==> config.mk <==
export PLATFORM = sky130hd
export DESIGN_NAME = spi_flash_reader
export DESIGN_NICKNAME = d
export VERILOG_FILES = /design/src/rtl/spi_flash_reader.sv
export SDC_FILE = /design/constraint.sdc
export NUM_CORES = 1
export LEC_CHECK = 0
export ABC_AREA = 1
export BUFFER_PORTS_ARGS = -buffer_cell sky130_fd_sc_hd__buf_2
export CAP_MARGIN = 20
export CORE_UTILIZATION = 45
export CTS_CLUSTER_SIZE = 10
export DETAILED_ROUTE_END_ITERATION = 10
export PLACE_DENSITY = 0.66
export SLEW_MARGIN = 30
export SYNTH_ARGS = -nofsm -noshare
export SYNTH_HDL_FRONTEND = slang
export SYNTH_SLANG_ARGS = --single-unit
==> constraint.sdc <==
create_clock -name clk -period 3.5 [get_ports clk]
set_input_delay 0.525 -clock clk [delete_from_list [all_inputs] [get_ports clk]]
set_output_delay 0.525 -clock clk [all_outputs]
set_load 0.02 [all_outputs]
==> src/rtl/spi_flash_reader.sv <==
// Runs a serial-flash READ (opcode, 24-bit address, len dummy bytes) through the spi byte engine as one cs burst.
// Data bytes stream out on data_valid with no backpressure and the 4 header echo bytes are dropped; done follows the last capture by 2 cycles.
module spi_flash_reader #(
  parameter int         LEN_W      = 16,
  parameter logic [7:0] CMD_READ   = 8'h03,
  parameter logic [7:0] DUMMY_BYTE = 8'h00
) (
  input  logic             clk,
  input  logic             reset,
  input  logic             start,
  input  logic [23:0]      addr,
  input  logic [LEN_W-1:0] len,
  input  logic             abort,
  output logic             busy,
  output logic             done,
  output logic             aborted,
  output logic [7:0]       data_out,
  output logic             data_valid,
  output logic             spi_cmd_write,
  output logic [7:0]       spi_bus_in,
  input  logic             spi_busy_write,
  output logic             spi_cmd_read,
  input  logic [7:0]       spi_bus_out,
  input  logic             spi_data_avail
);
  localparam int CW = LEN_W + 1;

  typedef enum logic [1:0] {IDLE, RUN, DRAIN, FIN} state_t;

  state_t        state_q, state_d;
  logic [23:0]   addr_q, addr_d;
  logic [CW-1:0] total_q, total_d;
  logic [CW-1:0] tx_cnt_q, tx_cnt_d;
  logic [CW-1:0] rx_cnt_q, rx_cnt_d;
  logic          ab_q, ab_d;
  logic          pend_q, pend_d;
  logic          busy_q, busy_d;
  logic          done_q, done_d;
  logic          aborted_q, aborted_d;
  logic [7:0]    data_out_q, data_out_d;
  logic          data_valid_q, data_valid_d;
  logic          cmd_write_q, cmd_write_d;
  logic [7:0]    bus_in_q, bus_in_d;
  logic          cmd_read_q, cmd_read_d;
  logic [7:0]    tx_byte;
  logic [CW-1:0] rx_next;

  always_comb begin
    if (tx_cnt_q == CW'(0))      tx_byte = CMD_READ;
    else if (tx_cnt_q == CW'(1)) tx_byte = addr_q[23:16];
    else if (tx_cnt_q == CW'(2)) tx_byte = addr_q[15:8];
    else if (tx_cnt_q == CW'(3)) tx_byte = addr_q[7:0];
    else                         tx_byte = DUMMY_BYTE;
  end

  always_comb begin
    state_d      = state_q;
    addr_d       = addr_q;
    total_d      = total_q;
    tx_cnt_d     = tx_cnt_q;
    rx_cnt_d     = rx_cnt_q;
    ab_d         = ab_q;
    pend_d       = 1'b0;
    done_d       = 1'b0;
    aborted_d    = 1'b0;
    data_out_d   = data_out_q;
    data_valid_d = 1'b0;
    cmd_write_d  = 1'b0;
    bus_in_d     = bus_in_q;
    cmd_read_d   = 1'b0;
    rx_next      = rx_cnt_q;

    case (state_q)
      IDLE: begin
        if (start) begin
          addr_d   = addr;
          total_d  = CW'(len) + CW'(4);
          tx_cnt_d = '0;
          rx_cnt_d = '0;
          ab_d     = 1'b0;
          state_d  = (len != '0) ? RUN : FIN;
        end
      end
      RUN, DRAIN: begin
        // The idle cycle after each write gives busy_write time to reflect it.
        if (state_q == RUN && !abort && tx_cnt_q < total_q &&
            !spi_busy_write && !cmd_write_q) begin
          cmd_write_d = 1'b1;
          bus_in_d    = tx_byte;
          tx_cnt_d    = tx_cnt_q + CW'(1);
        end
        // pend_q marks the cycle after a read strobe, when bus_out is valid.
        if (pend_q) begin
          rx_next  = rx_cnt_q + CW'(1);
          rx_cnt_d = rx_next;
          if (state_q == RUN && rx_cnt_q >= CW'(4)) begin
            data_valid_d = 1'b1;
            data_out_d   = spi_bus_out;
          end
        end else if (spi_data_avail && !cmd_read_q) begin
          cmd_read_d = 1'b1;
          pend_d     = 1'b1;
        end
        if (state_q == RUN) begin
          if (pend_q && rx_next == total_q) begin
            state_d = FIN;
            ab_d    = 1'b0;
          end else if (abort) begin
            state_d = DRAIN;
            ab_d    = 1'b1;
          end
        end else if (rx_next == tx_cnt_q) begin
          state_d = FIN;
        end
      end
      FIN: begin
        done_d    = 1'b1;
        aborted_d = ab_q;
        state_d   = IDLE;
      end
      default: state_d = IDLE;
    endcase

    busy_d = (state_d != IDLE) || done_d;
  end

  always_ff @(posedge clk or posedge reset) begin
    if (reset) begin
      state_q      <= IDLE;
      addr_q       <= '0;
      total_q      <= '0;
      tx_cnt_q     <= '0;
      rx_cnt_q     <= '0;
      ab_q         <= 1'b0;
      pend_q       <= 1'b0;
      busy_q       <= 1'b0;
      done_q       <= 1'b0;
      aborted_q    <= 1'b0;
      data_out_q   <= '0;
      data_valid_q <= 1'b0;
      cmd_write_q  <= 1'b0;
      bus_in_q     <= '0;
      cmd_read_q   <= 1'b0;
    end else begin
      state_q      <= state_d;
      addr_q       <= addr_d;
      total_q      <= total_d;
      tx_cnt_q     <= tx_cnt_d;
      rx_cnt_q     <= rx_cnt_d;
      ab_q         <= ab_d;
      pend_q       <= pend_d;
      busy_q       <= busy_d;
      done_q       <= done_d;
      aborted_q    <= aborted_d;
      data_out_q   <= data_out_d;
      data_valid_q <= data_valid_d;
      cmd_write_q  <= cmd_write_d;
      bus_in_q     <= bus_in_d;
      cmd_read_q   <= cmd_read_d;
    end
  end

  assign busy          = busy_q;
  assign done          = done_q;
  assign aborted       = aborted_q;
  assign data_out      = data_out_q;
  assign data_valid    = data_valid_q;
  assign spi_cmd_write = cmd_write_q;
  assign spi_bus_in    = bus_in_q;
  assign spi_cmd_read  = cmd_read_q;

endmodule

[Word level (Yosys, flattened, before mapping)]
Cells that the tools add are included.
Cells by class
  order comparisons: 2
  mux-type cells: 32
  reductions and logical operators: 24
  $add $sub $neg: 3
  eq/ne operators: 12
Operators with widths (number)
  $mux 17: 4
  $pmux 17 s2: 2
  $add 17x1->17 const B: 2
  $eq 17x17->1: 2
  $eq 17x2->1 const B: 2
  $mux 8: 4
  $add 16x3->17 const B: 1
  $eq 17x1->1 const B: 1
  $ge 17x3->1 const B: 1
  $logic_not 17->1: 1
  $lt 17x17->1: 1
  $reduce_bool 16->1: 1
  $mux 1: 14
  $mux 2: 6
  $logic_and 1x1->1: 7
  $ne 2x2->1 const B: 3
  $pmux 2 s3: 1
  $reduce_and 2->1: 3
  $reduce_and 3->1: 2
  $eq 2x2->1 const B: 2
  $logic_not 1->1: 4
  $reduce_and 4->1: 1
  $reduce_bool 2->1: 2
  $ne 3x3->1 const B: 1
  5 further kinds: 5
Word-level totals
  register bits after elaboration: 100
  bits of input ports: 54
  logic and storage cells: 87

[Logic depth before layout (Yosys ltp)]
Gate-level depths: netlist of the first run.
  depth after elaboration: 10
  gate-level depth with buffers: 19
  gate-level depth less buffers: 19

[Least setup slack after synthesis of the first run]
Ideal clock, no wire load.
  kind: reg-to-reg
  from: register tx_cnt_q[8]
  to: register tx_cnt_q[9]
  stages on the path, launching flop included: 15
  arrival: 1.996 ns
  setup slack: 1.383 ns
  required time: 3.379 ns
  clock period less this slack: 2.117 ns
  cells stage by stage: dfrtp_1 -> ha_1 -> a21oi_1 -> o21a_1 -> a21boi_0 -> o21ai_0 -> nand2_1 -> nand2_1 -> nand2_1 -> nand2_1 -> inv_1 -> buf_2 -> nand3_1 -> nor3_1 -> nor2_1
Between the ends
  word-level cells in the longest chain between the ends: 6
  elaborated cells on any way between the ends: 9
  classes of those cells: add/sub: 1; order compare: 1; eq/ne: 1; mux: 2; reduce/logical: 4
Ends and longest elaborated chain
  from (decl): line 33  | logic [CW-1:0] tx_cnt_q, tx_cnt_d;
  from (signal assigned): line 148  | tx_cnt_q <= tx_cnt_d;
  $lt 17x17->1: line 86  | if (state_q == RUN && !abort && tx_cnt_q < total_q &&
  $logic_and 1x1->1 (2 in series): line 86
  $logic_and 1x1->1: line 87  | !spi_busy_write && !cmd_write_q) begin
  $ne 2x2->1 (no line)
  $reduce_and 3->1 (no line)
Several ways; a longest one is shown, not always the timed one. The select of a mux whose other input is x is not followed.
A chain may end at the register's enable or synchronous reset.

[Worst setup path in the final report of the first run]
  from: register tx_cnt_q[8]
  to: register tx_cnt_q[12]
Same word-level chain as after synthesis.

==> results.tsv, run 1 <==
metric	value	unit
IO Count	76	
Layout fillers	1384	
Worst-Skew Late Latency	0.36	ns
area delta synth->final	13.58	%
multiplexer share of the synthesized area	0	%
Hold WS	0.2737	ns
Synth Area in Adders	5.542	%
final wirelength	17540	um
Core ar.	13450	um^2
Seq cells post-synth	100	
M2 GR Usage	42.28	%
via count	5945	
layout cells sized above 1	13.66	%
fraction of the yosys area taken by sequential cells	39.59	%
largest family of logic cells by synthesized area	simple AND/OR/NAND/NOR gates	
post-synth top area share	39.59	%
Port Buffers	75	
crit path cell chain	ha_1 -> a21oi_1 -> o21a_1 -> a21boi_0 -> o21ai_0 -> nand2_1 -> nand2_1 -> nand2_1 -> nand2_1 -> inv_1 -> nand3b_1 -> o21ai_0 -> nor2_1	
final setup violation count	0	
final cycle utilization of the critical path	81.71	%
dominant cells by area after synthesis	dfrtp_1 40%, nand2_1 17%, nand3_1 7.3%, inv_1 6.7%, ha_1 5.5%	
Fin. Hold Viols	0	
dominant cell type by area after synthesis	dfrtp_1	
Critical Path RT	3.75	ns
cts repair resizes	0	
clk slew on worst S/H paths	0.07	ns
initial antenna violation count	0	
post-layout util	53.37	%
RSZ-0062 raised after global routing	no	
LEAKAGE	3.684	nW
Pre-antenna DRT Iters	5	
CTS HTree Levels	3	
CP max stage delay	0.48	ns
pwr/cell area	775.6	nW/um^2
die area	14530	um^2
first-pass GRT wire length	28930	um
vias in the first global route	5744	
largest net degree at the start of global routing	58	
Max Freq	349.6	MHz
Tot Pwr	5.568	mW
total CTS buffers	9	
via density per instance	5.206	
syn nets	969	
hold_buf cts	0	
Post-synth EDFFs	0	
Ant. Diodes	0	
number of max-cap violations	0	
wire length per cell	15.36	um
final worst path period need	2.860	ns
synthesized cell area	6321	um^2
final non-filler cell area	7179	um^2
most frequent CP cell	nand2_1	
Yosys cell types	39	
HP Class	in -> async	
Avg Inst Size Synth	7.126	um^2
Cells after Synth	887	
Most Used Layer, Global Route	met2	
GR Util met3	4.906	%
placed cell area	6889	um^2
reg2reg path depth	13	
most common cell in the netlist	nand2_1	
GPL Wtd Cong	0.9179	
Worst VDD drop	0.3555	mV
clock sink count	100	
final number of max-transition violations	0	
crit path DAT	3.11	ns
crit end category	register	
post-DP HPWL	13520	um
DRT antenna net count	0	
R2R Path End	tx_cnt_q[12]$_DFFE_PP0P_	
Longest Clk Path Bufs	2	
slowest stage cell, crit path	dfrtp_1	
Post-Synth XOR/XNOR Area	1.801	%
Post-CTS Setup Bufs	0	
Synth Area in Compound Gates	8.789	%
Initial Util	46.99	%
Worst-Margin Slew	0.7120	ns
CP Max Fanout	15	
post-route setup TNS	0	ns
Post-synth top cells	282 x nand2_1, 113 x inv_1, 100 x dfrtp_1	
Synth Area in Simple Gates	35.97	%
met1 usage	35.02	%
R2R setup slack	0.64	ns
nets	1043	
Slew HR	52.53	%
Total Routing Usage GR	26.02	%
post-route DRC violation count	0	
Iter 0 DRT Violations	362	
prevailing post-synth register cell	dfrtp_1	
CP startpoint	tx_cnt_q[8]$_DFFE_PP0P_	
clk_skew	0.007909	ns
Die X	120.5	um
TritonCTS clock tree	yes	
number of warnings issued by yosys	0	
std cell rows	42	
ys async rst share	100.0	%
crit path launch type	register	
status	finished, final reports clean	
Die Y	120.5	um
reg2reg start	tx_cnt_q[8]$_DFFE_PP0P_	
kind of critical path	reg -> reg	
CTS Root Cell	clkbuf_16	
gr ovfl total	0	
logic make-up (layout without fill, tap and decap cells):
group	Yosys count	after routing
simple gates	512	512
xor+xnor	13	13
compound gates	97	97
fa+ha+maj	28	28
flops	100	100
buf+inv	137	216
how the worst max path moves through the flow:
stage | end | slack, ns | cells past startpoint
after CTS | tx_cnt_q[12]$_DFFE_PP0P_ | 0.68 | 16
after global placement | tx_cnt_q[12]$_DFFE_PP0P_ | 0.74 | 15
after floorplan | ab_q$_DFFE_PP0P_ | 0.36 | 1
after detailed placement | tx_cnt_q[12]$_DFFE_PP0P_ | 0.70 | 16
final | tx_cnt_q[12]$_DFFE_PP0P_ | 0.64 | 13
after global routing | tx_cnt_q[9]$_DFFE_PP0P_ | 0.34 | 13
registers in the layout (all words and copies together) (netlist names):
| name | flops |
|---|---|
| spi_bus_in | 8 |
| spi_cmd_read | 1 |
| total_q | 17 |
| addr_q | 24 |
| done | 1 |
| data_valid | 1 |
| busy | 1 |
| ab_q | 1 |
| data_out | 8 |
| spi_cmd_write | 1 |
| rx_cnt_q | 17 |
| state_q | 2 |
| aborted | 1 |
| tx_cnt_q | 17 |
cells in the final DEF, fill, tap and decap left out, types with 15 or more instances in the layout:
cell type / netlist / layout
nand3_1: 92 / 92
ha_1: 28 / 28
inv_1: 113 / 112
buf_2: 3 / 75
nand4_1: 23 / 23
nor3_1: 15 / 15
nand2_1: 282 / 282
nor2_1: 59 / 59
o21ai_0: 51 / 51
dfrtp_1: 100 / 100
report_power, final:
| part | switching (mW) | total (mW) | internal, mW |
|---|---|---|---|
| logic | 1.85 | 2.68 | 0.839 |
| clock network | 0.479 | 0.994 | 0.515 |
| registers | 0.316 | 1.89 | 1.57 |
layer usage:
layer,vias to the layer above,routed length [um]
li1,3035,-
met1,2725,8096
met2,159,8229
met3,26,831
met4,0,381
met5,-,0
worst max-delay path: cells and delay by family, from the launching register on:
family	cells	cell delay, ns
flops	1	0.48
buf+inv	1	0.44
compound gates	5	0.81
simple gates	6	0.68
fa+ha+maj	1	0.34
cell type report:
type                    instances  area [um^2]  share of cell area, %
multi-input cells             650         3293                  45.87
flip-flops and latches        100         2502                  34.86
inverters                     118        445.4                  6.204
repair buffers                 82        427.9                  5.960
clock buffers                  10        239.0                  3.329
well taps                     176        220.2                  3.067
clock inverters                 6        51.30                 0.7145
per-stage QoR:
step	cells	worst slack, ns
after floorplan	887	0.3562
after global placement	1126	0.7425
after detailed placement	1126	0.6995
after CTS	1142	0.6832
after global routing	1142	0.3402
final	1142	0.6400
(Power assumes the default switching activity.)
==> inputs of run 2 (changes only) <==
--- a/config.mk
+++ b/config.mk
@@ -5,13 +5,13 @@
 export SDC_FILE = /design/constraint.sdc
 export NUM_CORES = 1
 export LEC_CHECK = 0
-export ABC_AREA = 1
+export ABC_AREA = 0
 export BUFFER_PORTS_ARGS = -buffer_cell sky130_fd_sc_hd__buf_2
 export CAP_MARGIN = 20
 export CORE_UTILIZATION = 45
 export CTS_CLUSTER_SIZE = 10
 export DETAILED_ROUTE_END_ITERATION = 10
-export PLACE_DENSITY = 0.66
+export PLACE_DENSITY = 0.69
 export SLEW_MARGIN = 30
 export SYNTH_ARGS = -nofsm -noshare
 export SYNTH_HDL_FRONTEND = slang
==> constraint.sdc (replaced) <==
create_clock -name clk -period 2.5 [get_ports clk]
set_input_delay 0.375 -clock clk [delete_from_list [all_inputs] [get_ports clk]]
set_output_delay 0.375 -clock clk [all_outputs]
set_load 0.02 [all_outputs]
==> results.tsv, run 2 <==
metric	value	unit
Post-synth EDFFs	0	
Cells after Synth	716	
Avg Inst Size Synth	9.106	um^2
most common cell in the netlist	nand2_1	
total CTS buffers	9	
final setup violation count	26	
Synth Area in Simple Gates	21.68	%
Synth Area in Compound Gates	14.60	%
R2R Path End	spi_bus_in[4]$_DFFE_PP0P_	
CP startpoint	tx_cnt_q[7]$_DFFE_PP0P_	
DRT antenna net count	0	
std cell rows	43	
Longest Clk Path Bufs	2	
post-synth top area share	38.38	%
Synth Area in Adders	5.373	%
prevailing post-synth register cell	dfrtp_1	
post-layout util	62.23	%
most frequent cells in the layout	119 x buf_4, 100 x nand2_1, 99 x dfrtp_1	
reg2reg path depth	8	
pwr/cell area	890.5	nW/um^2
CTS Root Cell	clkbuf_16	
Worst Setup Slack, final	-0.2181	ns
reg2reg start	tx_cnt_q[7]$_DFFE_PP0P_	
Tot Pwr	7.752	mW
wire length per cell	18.65	um
crit end category	register	
nets	967	
gr ovfl total	0	
hold_buf cts	0	
status	complete, but fails checks	
syn nets	798	
initial antenna violation count	0	
crit path DAT	2.97	ns
Ant. Diodes	0	
Total Routing Usage GR	26.71	%
vias in the first global route	5945	
Post-Synth XOR/XNOR Area	9.422	%
final number of max-transition violations	0	
Port Buffers	75	
GPL Wtd Cong	0.9502	
clock sink count	100	
commonest non-fill, non-tap cell in the layout	buf_4	
Post-synth top cells	106 x nand2_1, 100 x dfrtp_1, 59 x o21ai_0	
Seq cells post-synth	100	
RSZ-0062 raised after global routing	yes	
CTS HTree Levels	3	
Biggest register	addr_q	
post-route DRC violation count	0	
largest net degree at the start of global routing	101	
clk_skew	0.006019	ns
Critical Path RT	2.75	ns
number of max-cap violations	0	
Slew HR	57.38	%
multiplexer share of the synthesized area	5.296	%
R2R setup slack	-0.22	ns
final worst path period need	2.718	ns
via count	6170	
CP Max Fanout	8	
IO Count	76	
synthesized cell area	6520	um^2
Die Y	122.4	um
area delta synth->final	33.51	%
via density per instance	5.766	
HP Class	in -> async	
ys async rst share	100.0	%
max reg flops	24	
die area	14970	um^2
Pre-antenna DRT Iters	5	
Max Freq	367.9	MHz
Worst-Skew Late Latency	0.36	ns
clk slew on worst S/H paths	0.08	ns
first-pass GRT wire length	30430	um
Worst-Margin Slew	0.6375	ns
final cycle utilization of the critical path	108.7	%
failing checks	negative setup slack	
Core ar.	13990	um^2
post-DP HPWL	14430	um
Iter 0 DRT Violations	582	
Die X	122.4	um
Initial Util	46.61	%
dominant cells by area after synthesis	dfrtp_1 38%, nand2_1 6.1%, xnor2_1 5.9%, ha_1 5.4%, mux2_2 4.8%	
final wirelength	19950	um
LEAKAGE	3.950	nW
number of warnings issued by yosys	0	
kind of critical path	reg -> reg	
fraction of the yosys area taken by sequential cells	38.38	%
largest family of logic cells by synthesized area	simple AND/OR/NAND/NOR gates	
crit path launch type	register	
TritonCTS clock tree	yes	
layout cells sized above 1	36.40	%
Yosys cell types	63	
Worst VDD drop	0.6399	mV
dominant cell type by area after synthesis	dfrtp_1	
Fin. Hold Viols	0	
## run 2: changes by cell type after synthesis, moves of 12 or more
cell     delta
mux2_2     +28
o22ai_1    -12
xnor2_1    +43
nand3_1    -77
nor2_1     -24
nor4_1     +12
nand2_2    -12
nand2_1   -176
inv_1      -82
## run 2: metal layers
layer  vias up  wire length (um)  track usage, %
met5         -                 0               0
met4         0               643           9.070
met3        47              1190           4.879
met2       228              9878           45.40
met1      3018              8238           34.00
li1       2877                 -               -
## run 2: power by group
group | switching, mW | internal (mW) | leakage [nW]
Combinational | 2.31 | 1.64 | 2.54
Clock | 0.725 | 0.723 | 0.151
Sequential | 0.269 | 2.08 | 1.26
## run 2: timing repair
action / in CTS / in global routing
hold endpoints to repair: 0 / 0
buffers inserted: 9 / 11
setup endpoints to repair: 29 / 30
gates resized for setup: 33 / 52
cloned: 1 / 1
pin swaps: 25 / 39
## run 2: critical path: stages (launching register included)
cell	delay, ns
dfrtp_1	0.39
ha_1	0.32
a21o_1	0.19
a2111oi_4	0.34
o31ai_2	0.14
a221o_2	0.46
buf_6	0.17
or2_4	0.33
o31ai_1	0.28
## run 2: layout make-up
| cell class | instances | area, um^2 |
|---|---|---|
| Clock buffer | 9 | 225.2 |
| Sequential cell | 100 | 2504 |
| Timing Repair Buffer | 204 | 1408 |
| Inverter | 32 | 126.4 |
| Fill cell | 1156 | 5284 |
| Clock inverter | 7 | 86.33 |
| Tap cell | 180 | 225.2 |
| Multi-Input combinational cell | 538 | 4130 |
## run 2: worst max-delay path by stage
stage / endpoint / slack, ns / cells past startpoint
global route: spi_bus_in[4]$_DFFE_PP0P_ / -0.27 / 10
finish: spi_bus_in[4]$_DFFE_PP0P_ / -0.22 / 8
CTS: tx_cnt_q[13]$_DFFE_PP0P_ / -0.15 / 10
global placement: busy$_DFF_PP0_ / -0.23 / 11
detailed placement: spi_bus_in[5]$_DFFE_PP0P_ / -0.30 / 9
floorplan: spi_bus_in[4]$_DFFE_PP0P_ / -0.04 / 10
## run 2: logic make-up (layout without fill, tap and decap cells)
kind of cell / Yosys count / after routing
AND/OR/NAND/NOR: 268 / 269
AO/OA/AOI/OAI: 143 / 143
flip-flops: 100 / 100
buffers and inverters: 79 / 252
XOR/XNOR: 67 / 67
multiplexers: 31 / 31
adder cells (fa/ha/maj): 28 / 28
## run 2: stage by stage
step	hold slack (ns)	setup slack [ns]	setup TNS, ns	instance area (um^2)	instances
after floorplan	0.4656	-0.03891	-0.07783	6570	716
after global placement	0.4531	-0.2310	-2.468	7791	1035
after detailed placement	0.4644	-0.3011	-5.594	7791	1035
after CTS	0.1945	-0.1495	-1.673	8323	1061
after global routing	0.2026	-0.2737	-5.582	8705	1070
final	0.1333	-0.2181	-3.411	8705	1070
==> inputs of run 3 (changes only) <==
--- a/config.mk
+++ b/config.mk
@@ -8,10 +8,10 @@
 export ABC_AREA = 0
 export BUFFER_PORTS_ARGS = -buffer_cell sky130_fd_sc_hd__buf_2
 export CAP_MARGIN = 20
-export CORE_UTILIZATION = 45
+export CORE_UTILIZATION = 54
 export CTS_CLUSTER_SIZE = 10
 export DETAILED_ROUTE_END_ITERATION = 10
-export PLACE_DENSITY = 0.69
+export PLACE_DENSITY = 0.8
 export SLEW_MARGIN = 30
 export SYNTH_ARGS = -nofsm -noshare
 export SYNTH_HDL_FRONTEND = slang
==> results.tsv, run 3 (synthesized netlist as in run 2, its figures left out) <==
metric	value	unit
status	complete, but fails checks	
failing checks	negative setup slack	
post-route setup TNS	-1.080	ns
Die Y	111.9	um
crit path cell chain	inv_2 -> ha_4 -> a21o_1 -> a2111oi_4 -> o31ai_4 -> a221o_2 -> a2111oi_4 -> xnor2_1 -> nor2_1	
nets	960	
Tot Pwr	7.692	mW
max reg flops	24	
RSZ-0062 raised after global routing	yes	
crit path launch type	register	
Worst-Margin Slew	0.6380	ns
DRT antenna net count	0	
Total Routing Usage GR	30.82	%
IO Count	76	
LEAKAGE	3.906	nW
Critical Path RT	2.73	ns
gr ovfl total	0	
Worst VDD drop	0.8565	mV
Port Buffers	75	
CP max stage delay	0.47	ns
Initial Util	56.14	%
clk slew on worst S/H paths	0.08	ns
final worst path period need	2.648	ns
total CTS buffers	9	
via density per instance	5.895	
most frequent CP cell	a2111oi_4	
clock sink count	100	
Biggest register	addr_q	
final wirelength	18950	um
clk_skew	0.01183	ns
Worst Setup Slack, final	-0.1481	ns
pwr/cell area	903.5	nW/um^2
Iter 0 DRT Violations	487	
Worst-Skew Late Latency	0.36	ns
layout cells sized above 1	35.45	%
Place WS	-0.3399	ns
crit end category	register	
kind of critical path	reg -> reg	
area delta synth->final	30.57	%
first-pass GRT wire length	29900	um
Die X	111.9	um
TritonCTS clock tree	yes	
Crit. path cell count	9	
Slew HR	57.31	%
crit path buf inv count	1	
GPL Wtd Cong	0.9727	
Ant. Diodes	0	
die area	12520	um^2
final std cells w/o fill	1026	
post-layout util	73.30	%
hold_buf cts	0	
std cell rows	39	
CP Max Fanout	6	
number of max-cap violations	0	
largest net degree at the start of global routing	53	
HP Class	in -> async	
most frequent cells in the layout	113 x buf_4, 101 x nand2_1, 99 x dfrtp_1	
post-DP HPWL	14200	um
Max Freq	377.6	MHz
wire length per cell	18.47	um
Pre-antenna DRT Iters	9	
slowest stage cell, crit path	a221o_2	
final number of max-transition violations	0	
post-route DRC violation count	0	
reg2reg path depth	9	
delay-heaviest family, CP	compound AO/OA/AOI/OAI gates	
final cycle utilization of the critical path	105.9	%
vias in the first global route	5921	
final setup violation count	22	
commonest non-fill, non-tap cell in the layout	buf_4	
CTS HTree Levels	3	
Longest Clk Path Bufs	2	
via count	6048	
Placed Cells	990	
Core ar.	11610	um^2
crit path DAT	2.88	ns
initial antenna violation count	0	
Fin. Hold Viols	0	
CTS Root Cell	clkbuf_16	
-- run 3: worst paths after layout --
path / start / to / slack, ns
max: total_q[1]$_DFFE_PP0P_ / tx_cnt_q[12]$_DFFE_PP0P_ / -0.15
min: reset / addr_q[4]$_DFFE_PP0P_ / 0.05
max reg2reg: total_q[1]$_DFFE_PP0P_ / tx_cnt_q[12]$_DFFE_PP0P_ / -0.15
min reg2reg: data_out[5]$_DFFE_PP0P_ / data_out[5]$_DFFE_PP0P_ / 0.47
max in group asynchronous: reset / total_q[14]$_DFFE_PP0P_ / 1.69
min in group clk: spi_bus_out[6] / data_out[6]$_DFFE_PP0P_ / 0.20
-- run 3: area by class of cell --
cell class                 instances  area (um^2)
timing repair buffer             196         1340
clock inverter                     7        66.31
inverter                          32        126.4
clock buffer                       9        225.2
sequential                       100         2504
multi-input combinational        539         4073
tap                              143        178.9
fill                             842         3100
-- run 3: per-stage QoR --
step | hold WS, ns | cell area, um^2
after CTS | 0.05278 | 8148
after detailed placement | 0.4373 | 7710
after global placement | 0.4189 | 7710
after floorplan | 0.4656 | 6570
final | 0.04649 | 8513
after global routing | 0.06904 | 8513
-- run 3: layer usage --
layer	vias to the layer above	GRT usage, %	wire [um]
li1	2865	-	-
met1	2969	39.00	8063
met2	179	52.22	9349
met3	35	5.825	1003
met4	0	11.80	533
met5	-	0	0
-- run 3: what timing repair did --
action	CTS	global route
buffers inserted	2	16
gates cloned	2	0
setup endpoints to repair	28	29
pin swaps	23	23
gates resized for setup	20	51
-- run 3: where the power goes --
part	switching [mW]	internal (mW)	leakage, nW	total, mW
Clock	0.693	0.701	0.142	1.39
Sequential	0.256	2.08	1.26	2.34
Combinational	2.32	1.64	2.51	3.96
Total	3.27	4.42	3.91	7.69
-- run 3: worst register-to-register path, delay by kind of cell, from the launching register on --
family | cells | cell delay (ns)
AND/OR/NAND/NOR | 1 | 0.06
AO/OA/AOI/OAI | 5 | 1.64
XOR/XNOR | 1 | 0.18
flip-flops | 1 | 0.39
adder cells (fa/ha/maj) | 1 | 0.19
buffers and inverters | 1 | 0.07
